==> config.mk <==
export PLATFORM = sky130hd
export DESIGN_NAME = pipelined_cla_adder_flat
export DESIGN_NICKNAME = d
export VERILOG_FILES = /design/src/rtl/cla_pkg.sv /design/src/rtl/pipelined_cla_adder_if.sv /design/src/rtl/cla_group.sv /design/src/rtl/pipelined_cla_adder.sv /design/src/flat_wrapper.sv
export SDC_FILE = /design/constraint.sdc
export NUM_CORES = 1
export LEC_CHECK = 0
export CAP_MARGIN = 20
export CORE_MARGIN = 8
export CORE_UTILIZATION = 45
export DETAILED_ROUTE_END_ITERATION = 12
export DONT_BUFFER_PORTS = 1
export PLACE_DENSITY_LB_ADDON = 0.3
export SETUP_SLACK_MARGIN = 0.05
export SLEW_MARGIN = 20
export SYNTH_ARGS = -nofsm -noshare
export SYNTH_HDL_FRONTEND = slang
export SYNTH_SLANG_ARGS = --single-unit
export TNS_END_PERCENT = 50
==> constraint.sdc <==
create_clock -name clk -period 5.55 [get_ports clk]
set_input_delay 1.11 -clock clk [delete_from_list [all_inputs] [get_ports clk]]
set_output_delay 1.11 -clock clk [all_outputs]
set_load 0.02 [all_outputs]
==> src/rtl/cla_pkg.sv <==
// Shared types and the second-level lookahead function for the pipelined CLA adder.
// Carries are built as sums of products, so there is no ripple from group to group.
package cla_pkg;

    localparam int GROUP_W    = 4;
    localparam int MAX_GROUPS = 32;

    typedef struct packed {
        logic g;
        logic p;
    } gp_t;

    // Carry into group k+1 is the OR of each lower generate, ANDed with every propagate
    // above it, plus cin when all propagates up to k are set.
    function automatic logic [MAX_GROUPS:0] cla_carries(input gp_t [MAX_GROUPS-1:0] gp,
                                                        input logic cin);
        logic [MAX_GROUPS:0] c;
        logic term;
        logic prop;
        c    = '0;
        c[0] = cin;
        for (int k = 0; k < MAX_GROUPS; k++) begin
            term = 1'b0;
            prop = 1'b1;
            for (int j = k; j >= 0; j--) begin
                term = term | (prop & gp[j].g);
                prop = prop & gp[j].p;
            end
            c[k+1] = term | (prop & cin);
        end
        return c;
    endfunction

endpackage

==> src/rtl/pipelined_cla_adder_if.sv <==
// Operand/result stream bundle for pipelined_cla_adder.
// The ovf signal exists only when CLA_OVF_EN is defined.
interface pipelined_cla_adder_if #(
    parameter int WIDTH = 32
);
    logic             in_valid;
    logic             in_ready;
    logic [WIDTH-1:0] a;
    logic [WIDTH-1:0] b;
    logic             cin;
    logic             out_valid;
    logic             out_ready;
    logic [WIDTH-1:0] sum;
    logic             cout;
`ifdef CLA_OVF_EN
    logic             ovf;
`endif

    modport master (
        output in_valid, a, b, cin, out_ready,
        input  in_ready, out_valid, sum, cout
`ifdef CLA_OVF_EN
        , input ovf
`endif
    );

    modport slave (
        input  in_valid, a, b, cin, out_ready,
        output in_ready, out_valid, sum, cout
`ifdef CLA_OVF_EN
        , output ovf
`endif
    );

endinterface

==> src/rtl/cla_group.sv <==
// One 4-bit lookahead group: produces p/g and group G/P from the operands (stage 1),
// and the group's sum bits from registered p/g plus its carry-in (stage 2).
module cla_group
    import cla_pkg::*;
(
    input  logic [GROUP_W-1:0] a,
    input  logic [GROUP_W-1:0] b,
    output logic [GROUP_W-1:0] p,
    output logic [GROUP_W-1:0] g,
    output gp_t                grp,
    input  logic [GROUP_W-1:0] p_r,
    input  logic [GROUP_W-1:0] g_r,
    input  logic               c_in,
    output logic [GROUP_W-1:0] s
);

    logic c1;
    logic c2;
    logic c3;

    assign p = a ^ b;
    assign g = a & b;

    assign grp.g = g[3]
                 | (p[3] & g[2])
                 | (p[3] & p[2] & g[1])
                 | (p[3] & p[2] & p[1] & g[0]);
    assign grp.p = &p;

    // In-group carries are flattened two-level terms so the group adds no serial delay.
    assign c1 = g_r[0] | (p_r[0] & c_in);
    assign c2 = g_r[1] | (p_r[1] & g_r[0]) | (p_r[1] & p_r[0] & c_in);
    assign c3 = g_r[2] | (p_r[2] & g_r[1]) | (p_r[2] & p_r[1] & g_r[0])
              | (p_r[2] & p_r[1] & p_r[0] & c_in);

    assign s = p_r ^ {c3, c2, c1, c_in};

endmodule

==> src/rtl/pipelined_cla_adder.sv <==
// Two-stage pipelined carry-lookahead adder with valid/ready on both sides.
// Define CLA_OVF_EN to build the registered signed-overflow output (bus.ovf).
module pipelined_cla_adder
    import cla_pkg::*;
#(
    parameter int WIDTH = 32,
    parameter int GROUP = 4
) (
    input  logic                 clk,
    input  logic                 rst_n,
    pipelined_cla_adder_if.slave bus
);

    localparam int NG = WIDTH / GROUP;

    if (GROUP != GROUP_W) begin : g_bad_group
        $error("pipelined_cla_adder: GROUP must be %0d", GROUP_W);
    end
    if ((WIDTH % GROUP) != 0 || WIDTH < GROUP || NG >= MAX_GROUPS) begin : g_bad_width
        $error("pipelined_cla_adder: WIDTH must be a multiple of GROUP and below %0d groups",
               MAX_GROUPS);
    end

    logic                     s1_valid;
    logic                     s1_cin;
    logic [WIDTH-1:0]         s1_p;
    logic [WIDTH-1:0]         s1_g;
    gp_t  [NG-1:0]            s1_gp;

    logic [WIDTH-1:0]         p_next;
    logic [WIDTH-1:0]         g_next;
    gp_t  [NG-1:0]            gp_next;
    logic [WIDTH-1:0]         sum_next;

    gp_t  [MAX_GROUPS-1:0]    gp_pad;
    logic [MAX_GROUPS:0]      c_all;
    logic [NG:0]              c_grp;
    logic [MAX_GROUPS-NG-1:0] c_pad_unused;

    logic                     out_valid_q;
    logic [WIDTH-1:0]         sum_q;
    logic                     cout_q;

    logic                     s1_en;
    logic                     s2_en;

    // Output register frees up on transfer; stage 1 can load whenever stage 2 can take its beat.
    assign s2_en = !out_valid_q || bus.out_ready;
    assign s1_en = !s1_valid || s2_en;

    assign bus.in_ready  = s1_en;
    assign bus.out_valid = out_valid_q;
    assign bus.sum       = sum_q;
    assign bus.cout      = cout_q;

    for (genvar k = 0; k < NG; k++) begin : g_grp
        cla_group u_grp (
            .a    (bus.a[k*GROUP_W +: GROUP_W]),
            .b    (bus.b[k*GROUP_W +: GROUP_W]),
            .p    (p_next[k*GROUP_W +: GROUP_W]),
            .g    (g_next[k*GROUP_W +: GROUP_W]),
            .grp  (gp_next[k]),
            .p_r  (s1_p[k*GROUP_W +: GROUP_W]),
            .g_r  (s1_g[k*GROUP_W +: GROUP_W]),
            .c_in (c_grp[k]),
            .s    (sum_next[k*GROUP_W +: GROUP_W])
        );
    end

    // Unused upper groups are zero so they neither generate nor propagate.
    always_comb begin
        gp_pad         = '0;
        gp_pad[NG-1:0] = s1_gp;
    end

    assign c_all        = cla_carries(gp_pad, s1_cin);
    assign c_grp        = c_all[NG:0];
    assign c_pad_unused = c_all[MAX_GROUPS:NG+1];

    always_ff @(posedge clk or negedge rst_n) begin
        if (!rst_n) begin
            s1_valid <= 1'b0;
            s1_cin   <= 1'b0;
            s1_p     <= '0;
            s1_g     <= '0;
            s1_gp    <= '0;
        end else if (s1_en) begin
            s1_valid <= bus.in_valid;
            if (bus.in_valid) begin
                s1_p   <= p_next;
                s1_g   <= g_next;
                s1_gp  <= gp_next;
                s1_cin <= bus.cin;
            end
        end
    end

`ifdef CLA_OVF_EN
    logic ovf_q;
    logic ovf_next;

    // Carry into the MSB is recovered from its sum and propagate bits.
    assign ovf_next = sum_next[WIDTH-1] ^ s1_p[WIDTH-1] ^ c_grp[NG];
    assign bus.ovf  = ovf_q;

    always_ff @(posedge clk or negedge rst_n) begin
        if (!rst_n) begin
            out_valid_q <= 1'b0;
            sum_q       <= '0;
            cout_q      <= 1'b0;
            ovf_q       <= 1'b0;
        end else if (s2_en) begin
            out_valid_q <= s1_valid;
            if (s1_valid) begin
                sum_q  <= sum_next;
                cout_q <= c_grp[NG];
                ovf_q  <= ovf_next;
            end
        end
    end
`else
    always_ff @(posedge clk or negedge rst_n) begin
        if (!rst_n) begin
            out_valid_q <= 1'b0;
            sum_q       <= '0;
            cout_q      <= 1'b0;
        end else if (s2_en) begin
            out_valid_q <= s1_valid;
            if (s1_valid) begin
                sum_q  <= sum_next;
                cout_q <= c_grp[NG];
            end
        end
    end
`endif

endmodule

==> src/flat_wrapper.sv <==
// flat-port wrapper written by rule: the top's interface ports become plain ports
module pipelined_cla_adder_flat import cla_pkg::*;
#(
    parameter int WIDTH = 32,
    parameter int GROUP = 4
)
  (clk, rst_n, bus_in_valid, bus_a, bus_b, bus_cin, bus_out_ready, bus_in_ready, bus_out_valid, bus_sum, bus_cout);
  pipelined_cla_adder_if #(.WIDTH(WIDTH)) bus_i ();
  input  logic clk;
  input  logic rst_n;
  input wire logic [$bits(bus_i.in_valid)-1:0] bus_in_valid;
  input wire logic [$bits(bus_i.a)-1:0] bus_a;
  input wire logic [$bits(bus_i.b)-1:0] bus_b;
  input wire logic [$bits(bus_i.cin)-1:0] bus_cin;
  input wire logic [$bits(bus_i.out_ready)-1:0] bus_out_ready;
  output wire logic [$bits(bus_i.in_ready)-1:0] bus_in_ready;
  output wire logic [$bits(bus_i.out_valid)-1:0] bus_out_valid;
  output wire logic [$bits(bus_i.sum)-1:0] bus_sum;
  output wire logic [$bits(bus_i.cout)-1:0] bus_cout;
  assign bus_i.in_valid = bus_in_valid;
  assign bus_i.a = bus_a;
  assign bus_i.b = bus_b;
  assign bus_i.cin = bus_cin;
  assign bus_i.out_ready = bus_out_ready;
  assign bus_in_ready = bus_i.in_ready;
  assign bus_out_valid = bus_i.out_valid;
  assign bus_sum = bus_i.sum;
  assign bus_cout = bus_i.cout;
  pipelined_cla_adder #(.WIDTH(WIDTH), .GROUP(GROUP)) u_core (.clk(clk), .rst_n(rst_n), .bus(bus_i));
endmodule
# [Word-level counts from Yosys, hierarchy flattened]
# Cells that the tools add are included.
[word_totals] register_bits=115 input_bits=69 output_inout_bits=35 wordCells=345
[op_classes] bitwise=308 n_reduce_logical=14
[op_table] cell="$and A1 B1 Y1" n=176
[op_table] cell="$or A1 B1 Y1" n=108
[op_table] cell="$xor A4 B4 Y4" n=16
[op_table] cell="$and A4 B4 Y4" n=8
[op_table] cell="$reduce_and A4 Y1" n=8
[op_table] cell="$reduce_and A2 Y1" n=2
[op_table] cell="$logic_not A1 Y1" n=2
[op_table] cell="$logic_or A1 B1 Y1" n=2

# [Longest topological paths before layout]
# Gate-level depths: netlist of the first run.
[depth] word_depth=11 mapped_depth=10 ltp_nobuf=10

# [By module]
# Synthesis of the first run repeated with hierarchy kept, for this count alone.
[unflattened] cells_unflattened=421 area_unflattened_um2=5689.2
[by_module_without_submodules] module="pipelined_cla_adder" n_inst=1 cells_each=269 area_each_um2=4468.0 seq_area_each_um2=2902.8
[by_module_without_submodules] module="cla_group" n_inst=8 cells_each=19 area_each_um2=152.6 seq_area_each_um2=0.0

# [Least setup slack after synthesis of the first run]
# Ideal clock, no wire load.
[synth_timing] kind="input -> output" startpoint="input bus_out_ready" endpoint="output bus_in_ready" arrival_time_ns=1.393 required_time_ns=4.440 slack_ns=3.047 path_stages=1 n_path_buf=0 path_cell_list="nand3b_1"
[synth_via] elab_chain_len=2
[synth_lines] element="from (decl)" line_no="flat_wrapper.sv:15" source="input wire logic [$bits(bus_i.out_ready)-1:0] bus_out_ready;"
[synth_lines] element="$logic_or A1 B1 Y1" line_no="pipelined_cla_adder.sv:48" source="assign s2_en = !out_valid_q || bus.out_ready;"
[synth_lines] element="$logic_or A1 B1 Y1" line_no="pipelined_cla_adder.sv:49" source="assign s1_en = !s1_valid || s2_en;"
[synth_lines] element="to (decl)" line_no="flat_wrapper.sv:16" source="output wire logic [$bits(bus_i.in_ready)-1:0] bus_in_ready;"
# Every way passes these cells.

# [Worst setup path in the final report of the first run]
[layout_timing] startpoint="input bus_out_ready" endpoint="register u_core.s1_p[20]"
[layout_via] elab_chain_len=3
[layout_lines] element="$logic_or A1 B1 Y1" line_no="pipelined_cla_adder.sv:48"
[layout_lines] element="$logic_or A1 B1 Y1" line_no="pipelined_cla_adder.sv:49"
[layout_lines] element="$reduce_and A2 Y1 (no source line)"
[layout_lines] element="to (signal assigned)" line_no="pipelined_cla_adder.sv:90" source="s1_p <= p_next;"
[layout_lines] element="to (decl)" line_no="pipelined_cla_adder.sv:26" source="logic [WIDTH-1:0] s1_p;"
# Every way passes these cells.
# A chain may end at the register's enable or synchronous reset.

==> results of run 1 <==
[metrics by stage]
stage / utilization, % / std cells
detailed placement: 47.39 / 578
floorplan: - / 449
CTS: 49.76 / 593
finish: 49.76 / 593
global placement: 47.39 / 578
global route: 49.76 / 593
[cell families (layout without fill, tap and decap cells)]
family,count (synthesis),after routing,share of synthesized area [%]
AOI/OAI and AO/OA,104,104,12.60
xor gates and xnor gates,21,21,3.488
adders and majority gates,40,40,9.492
buffers and inverters,18,19,1.305
DFF,108,108,51.26
muxes,66,66,14.10
and+or+nand+nor,92,92,7.760
[how the worst max path moves through the flow]
stage / slack [ps] / end
global route: 2870 / u_core.s1_g[21]
finish: 2990 / u_core.s1_p[20]
detailed placement: 2620 / u_core.s1_p[20]
global placement: 2650 / u_core.s1_g[17]
floorplan: 3050 / bus_in_ready
CTS: 2980 / bus_in_ready
[cell usage in the layout, fill, tap and decap left out, types with 2 or more instances in the layout]
cell type	n
a211oi_1	3
a21o_1	23
a21oi_1	18
clkbuf_1	2
clkbuf_16	9
clkbuf_8	2
clkinv_2	2
dfrtp_1	108
ha_1	40
inv_1	2
mux2_2	66
nand2_1	47
nand2b_1	4
nand3_1	4
nand4_1	8
nor2_1	16
nor3_1	5
o21a_1	4
o21ai_0	38
o21ai_1	3
o31ai_1	3
xnor2_1	4
xor2_1	17
[worst max-delay path, stage by stage]
cell and delay, ps:
nand3b_1 340, nand2_4 860, mux2_2 420
[power by group through the flow]
stage               logic, uW  registers (uW)  clock network (uW)
global placement          415            1250                   0
finish                    421            1240                 593
detailed placement        426            1260                   0
global route              480            1270                 645
CTS                       429            1250                 616
floorplan                 346            1200                   0
[registers in the layout (all words and copies together), names as in the netlist]
register / flops
u_core.bus.sum: 32
u_core.s1_p: 32
u_core.s1_g: 24
u_core.gp_pad: 16
u_core.bus.cout: 1
u_core.bus.out_valid: 1
u_core.s1_cin: 1
u_core.s1_valid: 1
[area by class of cell]
class                      instances  area, sq um  share of cell area [%]
timing repair buffer               1        7.507                  0.1321
clock buffer                      13        260.3                   4.580
clock inverter                     2        10.01                  0.1762
multi-input combinational        323         2511                   44.20
sequential                       108         2703                   47.57
tap                              143        178.9                   3.149
inverter                           3        11.26                  0.1982
[per-layer routing]
metal / global-route usage (%) / routed length (um) / up-vias
met5: 0 / 0 / -
met4: 4.394 / 150 / 0
met3: 4.851 / 698 / 11
met2: 22.29 / 5093 / 88
met1: 18.63 / 5029 / 1633
li1: - / - / 1607
==> metrics.txt, run 1 <==
Core Box Area=11,420 sq um; reg2reg end=u_core.s1_p[20]; Worst Setup SP=bus_out_ready; Die ar.=15,440 sq um; Internal Power=1513 uW; EDFF count, synth=0; Critical Path RT=5770 ps; Slew Viols, Final=0; switching power=740.2 uW; Via-to-Cell Ratio=5.631; Ports=104; Reg power frac=55.0%; synthesized area=5273 sq um; final worst slack=2987 ps; via count=3,339; Total Power=2253 uW; first-pass GRT wire length=18,530 um; Syn Nets=558; initial antenna violation count=0; CTS sink cnt=108; Hold Path Class=in2async; Reg2Reg Depth=3; pwr/cell area=396.6 nW/um^2; Worst slew margin=31.30%; ANT nets after route=0; IO buf count=0; switching portion of total power=32.85%; hold buffers post-CTS=0; post-cts resize count=0; Critical Path End Type=register; Post-Syn Instances=449; fillers=1,061; Worst setup SP type=input pin; worst-margin pin slew=1030 ps; Post CTS Setup Buffer Count=0; RSZ-0062 raised after global routing=no; sequential share of the synthesized area=51.26%; maximum clock path buffer count=2; Total Routing Usage GR=14.42%; starting DRC count in detailed routing=165; vias in the first global route=3,592; Initial Util=46.18%; power share of the clock group=26.3%; fin crit share=46.19%; worst-path maximum fanout=89; share of layout cells above drive strength 1=19.33%; count leader, synth=dfrtp_1; Synth area leader=dfrtp_1; crit path DAT=2780 ps; hpwl dp=7937 um; CTS H-tree lvls=3; First-pass DRT Iterations=4; run status=finished clean; area grow syn2layout=7.760%; min Tclk post-route=2563 ps; Max Fclk=390.1 MHz; largest net degree at the start of global routing=109; commonest cells in the netlist=108 x dfrtp_1, 66 x mux2_2, 49 x nand2_1; Yosys warnings=0; part of the power in combinational logic=18.7%; Leak=0.002649 uW; Rows=39; post-route cell area=5682 sq um; pre-CTS setup slack=2622 ps; ys async rst share=100.0%; max_cap viols=0; Final Skew=5.195 ps; VDD IR-drop max=0.0001991 V; CTS Buf Count=9; endpoints failing setup=0; Primary FF master, synth=dfrtp_1; worst reg2reg setup slack=3280 ps; Final Hold Fails=0; Mapped Avg Cell Area=11.74 sq um; Hold WS=465.4 ps; Root Driver=clkbuf_16; worst r2r src=u_core.bus.out_valid; TritonCTS clock tree=built; final wirelength=10,970 um; clk slew on worst S/H paths=70 ps; TNS Setup=0 ps; post-synth top area share=51.26%; grt total ovfl=0; height of the die=124.2 um; Placed Instance Area=5411 sq um; die width=124.2 um; fin nets=555; Setup CP Type=in2reg; # diodes=0; DR WL/cell=18.50 um; post-synth cell types=41; flops & latches, synth=108; Synth area leaders=dfrtp_1 51%, mux2_2 14%, ha_1 9.5%, o21ai_0 3.6%, nand2_1 3.5%; DR DRC count=0; Final Wtd Congestion=0.7965; worst skew pair latency=340 ps
Note: power is estimated with default switching activity, not from simulation.
==> inputs of run 2 (changes only) <==
==> constraint.sdc (replaced) <==
create_clock -name clk -period 2.1 [get_ports clk]
set_input_delay 0.42 -clock clk [delete_from_list [all_inputs] [get_ports clk]]
set_output_delay 0.42 -clock clk [all_outputs]
set_load 0.02 [all_outputs]
==> run 2 against run 1 <==
  * The flow now finishes with violations (negative hold slack)
  * First-iteration DRC count stayed put
  * Core utilization is 1.1 points higher
  * Combinational power grew to 2.7 times the previous value
  * Final cell count is 1.9% higher
  * Largest cell class unchanged
==> metrics.txt, run 2 (synthesis gave the netlist of run 1 again) <==
share of layout cells above drive strength 1=21.91% (+2.6 points); final wirelength=11,260 um (+2.7%); die width=124.2 um (unchanged); TritonCTS clock tree=built; crit-path leading delay family=simple AND/OR/NAND/NOR gates; Hold WS=-235.2 ps (-700.6 ps); max_cap viols=0 (unchanged); Via-to-Cell Ratio=5.513 (-2.1%); DR DRC count=0 (unchanged); Total Routing Usage GR=14.58% (+0.16 points); Rows=39 (unchanged); CTS sink cnt=108 (unchanged); Core Box Area=11,420 sq um (unchanged); Root Driver=clkbuf_16; worst-path cell chain=a21o_4, and4_1, or4b_1, a21oi_2, xor2_1, o21ai_1; ANT nets after route=0 (unchanged); height of the die=124.2 um (unchanged); endpoints failing setup=0 (unchanged); via count=3,330 (-0.27%); Final Hold Fails=108 (+108); fin nets=565 (+1.8%); # diodes=0 (unchanged); Leak=0.002703 uW (+2.0%); worst-margin pin slew=603.0 ps (-427.5 ps); Slew Viols, Final=0 (unchanged); Final Skew=4.704 ps (-0.4908 ps); Worst path max stage delay=520 ps (-340 ps); clk slew on worst S/H paths=70 ps (about the same); Critical Path RT=2310 ps (-3460 ps); area of the multi-input gates=2521 sq um (+0.40%); Slowest cell on crit path=or4b_1; CTS H-tree lvls=3 (unchanged); largest net degree at the start of global routing=109 (unchanged); first-pass GRT wire length=18,460 um (-0.37%); area grow syn2layout=10.23%; starting DRC count in detailed routing=165 (unchanged); VDD IR-drop max=0.0005729 V (+190%); Worst slew margin=59.66% (+28 points); Placed Instance Area=5517 sq um (+1.9%); Initial Util=46.18% (unchanged); Setup CP Type=reg2reg; fillers=1,014 (-4.4%); Worst setup SP type=register; failing checks=negative hold slack; run status=complete, but fails checks; First-pass DRT Iterations=4 (unchanged); initial antenna violation count=0 (unchanged); worst skew pair latency=340 ps (about the same); grt total ovfl=0 (unchanged); DR WL/cell=18.65 um (+0.80%); Critical Path End Type=register; Max Fclk=517.7 MHz; CTS Buf Count=9 (unchanged); vias in the first global route=3,598 (+0.17%); Ports=104 (unchanged); IO buf count=0 (unchanged); most common cell after layout, fill and taps aside=dfrtp_1; maximum clock path buffer count=2 (unchanged); TNS Setup=0 ps (unchanged); fin crit share=91.97%; crit path DAT=2140 ps (-640 ps); worst-path maximum fanout=4 (-96%); min Tclk post-route=1931 ps; RSZ-0062 raised after global routing=yes; commonest non-fill, non-tap cells in the layout=108 x dfrtp_1, 66 x mux2_2, 47 x nand2_1; Die ar.=15,440 sq um (unchanged); Final Wtd Congestion=0.8042 (+0.97%); crit path buf inv count=0 (unchanged); register area=2703 sq um (unchanged); pwr/cell area=1041 nW/um^2 (+160%); hpwl dp=8401 um (+5.8%); Hold Path Class=in2async; post-route cell area=5812 sq um (+2.3%)
## run 2: changes by cell type in the layout (fill, tap and decap cells not counted), sizes merged
| cell | delta |
|---|---|
| clkinv | -1 |
| buf | +10 |
| clkbuf | -3 |
| inv | +2 |
| clkinvlp | +3 |
## run 2: final cells by class
cell class                      count  share of cell area (%)
Tap cell                          143                   3.079
Clock inverter                      6                  0.8396
Inverter                            3                  0.1938
Clock buffer                       10                   3.940
Multi-Input combinational cell    323                   43.38
Sequential cell                   108                   46.50
Timing Repair Buffer               11                   2.067
## run 2: worst paths after layout
path / cells after the start / slack, ps / start / endpoint
setup / recovery: 6 / 170 / u_core.s1_cin / u_core.bus.sum[23]
hold / removal: 0 / -240 / rst_n / u_core.s1_valid
setup reg to reg: 6 / 170 / u_core.s1_cin / u_core.bus.sum[23]
hold reg to reg: 2 / 500 / u_core.gp_pad[15] / u_core.gp_pad[15]
max in group asynchronous: 0 / 2130 / rst_n / u_core.s1_p[8]
min in group clk: 1 / 190 / bus_in_valid / u_core.s1_valid
## run 2: layer usage
layer	share of wire [%]	GRT usage [%]	up-vias	wire length (um)
met2	48	23.68	75	5398
met4	1.0	4.536	0	116
li1	-	-	1620	-
met3	6.4	4.979	9	718
met1	45	17.80	1626	5029
met5	0	0	-	0
## run 2: timing repair
action | CTS | global route
hold endpoints to repair | 108 | 108
buffers inserted | 0 | 1
pin swaps | 0 | 2
cloned | 0 | 0
endpoints found under the setup margin | 1 | 7
resized for setup | 1 | 3
## run 2: metrics by stage
| step | total power, uW | worst slack [ps] | util [%] | std cells |
|---|---|---|---|---|
| final | 6050 | 168.6 | 50.90 | 604 |
| after global routing | 6420 | 36.49 | 50.90 | 604 |
| after CTS | 6117 | 65.38 | 50.76 | 603 |
| after detailed placement | 4505 | 88.80 | 48.31 | 587 |
| after global placement | 4458 | 121.0 | 48.31 | 587 |
| after floorplan | 4097 | 214.0 | - | 449 |
## run 2: power by group
part           internal [uW]  switching [uW]
clock                    816             777
combinational            619             534
sequential              2550             750
total                   3990            2060
==> inputs of run 3 (changes only) <==
--- a/config.mk
+++ b/config.mk
@@ -7,7 +7,7 @@
 export LEC_CHECK = 0
 export CAP_MARGIN = 20
 export CORE_MARGIN = 8
-export CORE_UTILIZATION = 45
+export CORE_UTILIZATION = 38
 export DETAILED_ROUTE_END_ITERATION = 12
 export DONT_BUFFER_PORTS = 1
 export PLACE_DENSITY_LB_ADDON = 0.3
==> run 3 against run 2 <==
  * The run still ends with negative hold slack left
  * Power grew 2.5%
  * Critical endpoint is now u_core.bus.sum[25]
  * Routed wire length rose by 0.27%
  * Die area up 16%
==> metrics.txt, run 3 (synthesis gave the netlist of run 1 again) <==
Final Wtd Congestion=0.8070 (+0.35%); share of layout cells above drive strength 1=21.65% (-0.26 points); area of the multi-input gates=2512 sq um (-0.35%); worst-margin pin slew=315.0 ps (-288.0 ps); die width=133.8 um (+7.7%); Setup CP Type=reg2reg; fillers=1,319 (+30%); pwr/cell area=1050 nW/um^2 (+0.89%); Leak=0.002741 uW (+1.4%); Max Fclk=515.4 MHz (-0.45%); worst reg2reg setup slack=160 ps (about the same); CTS Buf Count=9 (unchanged); final worst slack=159.8 ps (-8.783 ps); Worst slew margin=78.78% (+19 points); CTS sink cnt=108 (unchanged); fin nets=566 (+0.18%); Via-to-Cell Ratio=5.188 (-5.9%); maximum clock path buffer count=2 (unchanged); TritonCTS clock tree=built; most common cell after layout, fill and taps aside=dfrtp_1; Total Power=6202 uW (+2.5%); vias in the first global route=3,494 (-2.9%); Total Routing Usage GR=13.07% (-1.5 points); Critical Path End Type=register; initial antenna violation count=0 (unchanged); Placed Cells=626 (+6.6%); ANT nets after route=0 (unchanged); Slowest cell on crit path=dfrtp_1; reg2reg end=u_core.bus.sum[25]; Non-Filler Instances=642 (+6.3%); VDD IR-drop max=0.0004644 V (-19%); switching power=2002 uW (-2.9%); hpwl dp=8580 um (+2.1%); Critical Path RT=2330 ps (+20 ps); Die ar.=17,900 sq um (+16%); Reg power frac=53.2% (-1.4 points); area grow syn2layout=12.01%; worst-path cell chain=a21o_4, a21oi_4, o21ai_1, nand2_1, nand2_1, a21o_1, ha_1, nor2_1, xor2_1, o21ai_0; grt total ovfl=0 (unchanged); Internal Power=4201 uW (+5.3%); Hold Path Class=in2async; part of the power in combinational logic=18.5% (-0.6 points); Crit path top cell by count=nand2_1; height of the die=133.8 um (+7.7%); failing checks=negative hold slack; IO buf count=0 (unchanged); worst r2r src=u_core.s1_cin; Rows=43 (+10%); pre-CTS setup slack=93.80 ps (+5.005 ps); crit path DAT=2170 ps (+30 ps); CTS H-tree lvls=3 (unchanged); Worst setup SP type=register; starting DRC count in detailed routing=182 (+10%); TNS Setup=0 ps (unchanged); Initial Util=38.43% (-7.7 points); register area=2703 sq um (unchanged); Hold WS=-234.9 ps (+0.2850 ps); final wirelength=11,290 um (+0.27%); max_cap viols=0 (unchanged); Final Skew=5.954 ps (+1.250 ps); Reg2Reg Depth=10 (+4); switching portion of total power=32.27% (-1.8 points); worst skew pair latency=350 ps (about the same); clk slew on worst S/H paths=70 ps (about the same); Core Box Area=13,720 sq um (+20%); fin crit share=92.39% (+0.42 points); First-pass DRT Iterations=4 (unchanged); # diodes=0 (unchanged); Worst path max stage delay=400 ps (-120 ps); worst-path maximum fanout=4 (unchanged); DR DRC count=0 (unchanged); run status=complete, but fails checks; largest net degree at the start of global routing=109 (unchanged); Ports=104 (unchanged); Post CTS Setup Buffer Count=0 (unchanged); Final Hold Fails=108 (unchanged); via count=3,331 (+0.030%); DR WL/cell=17.59 um (-5.7%); commonest non-fill, non-tap cells in the layout=108 x dfrtp_1, 66 x mux2_2, 47 x nand2_1; RSZ-0062 raised after global routing=yes; Slew Viols, Final=0 (unchanged); power share of the clock group=28.3% (+2.0 points); min Tclk post-route=1940 ps (+8.783 ps); Root Driver=clkbuf_16; first-pass GRT wire length=18,440 um (about the same); endpoints failing setup=0 (unchanged)
run 3: area by class of cell:
type	instances	share of cell area (%)
Timing Repair Buffer	12	2.373
Clock inverter	3	0.7415
Tap cell	180	3.814
Inverter	3	0.1907
Sequential cell	108	45.76
Clock buffer	13	4.576
Multi-Input combinational cell	323	42.54
run 3: per-layer routing:
layer | GRT usage [%] | routed length [um] | up-vias
met3 | 5.423 | 970 | 11
met4 | 4.304 | 151 | 0
met1 | 15.95 | 4949 | 1614
met2 | 20.50 | 5221 | 78
met5 | 0 | 0 | -
li1 | - | - | 1628
run 3: worst max path at each step:
stage                              from                 end  slack, ps  cells past startpoint
after floorplan           u_core.s1_cin  u_core.bus.sum[24]        210                      8
after detailed placement  u_core.s1_cin  u_core.bus.sum[25]         90                     10
final                     u_core.s1_cin  u_core.bus.sum[25]        160                     10
after CTS                 u_core.s1_cin  u_core.bus.sum[25]         90                     10
after global routing      u_core.s1_cin  u_core.bus.sum[25]         40                     10
after global placement    u_core.s1_cin  u_core.bus.sum[25]        140                     10
run 3: worst max-delay path: cells and delay by family, from the launching register on:
kind                     cells  cell delay (ps)
XOR/XNOR                     1              150
flip-flops                   1              400
AO/OA/AOI/OAI                5              820
adder cells (fa/ha/maj)      1              190
AND/OR/NAND/NOR              3              290
run 3: timing repair:
item	in CTS	in global routing
setup endpoints to repair	0	3
endpoints found under the hold margin	108	108
gates resized for setup	0	2
run 3: power groups by stage:
stage                     registers [uW]  clock network, uW  logic [uW]
after floorplan                     3180                  0         914
after global placement              3350                  0        1140
after detailed placement            3360                  0        1160
after CTS                           3330               1830        1170
after global routing                3390               1890        1310
final                               3300               1760        1150
run 3: stage by stage:
step | instance area, sq um | utilization [%]
floorplan | 5273 | -
global placement | 5590 | 40.75
detailed placement | 5590 | 40.75
CTS | 5904 | 43.04
global route | 5906 | 43.05
finish | 5906 | 43.05
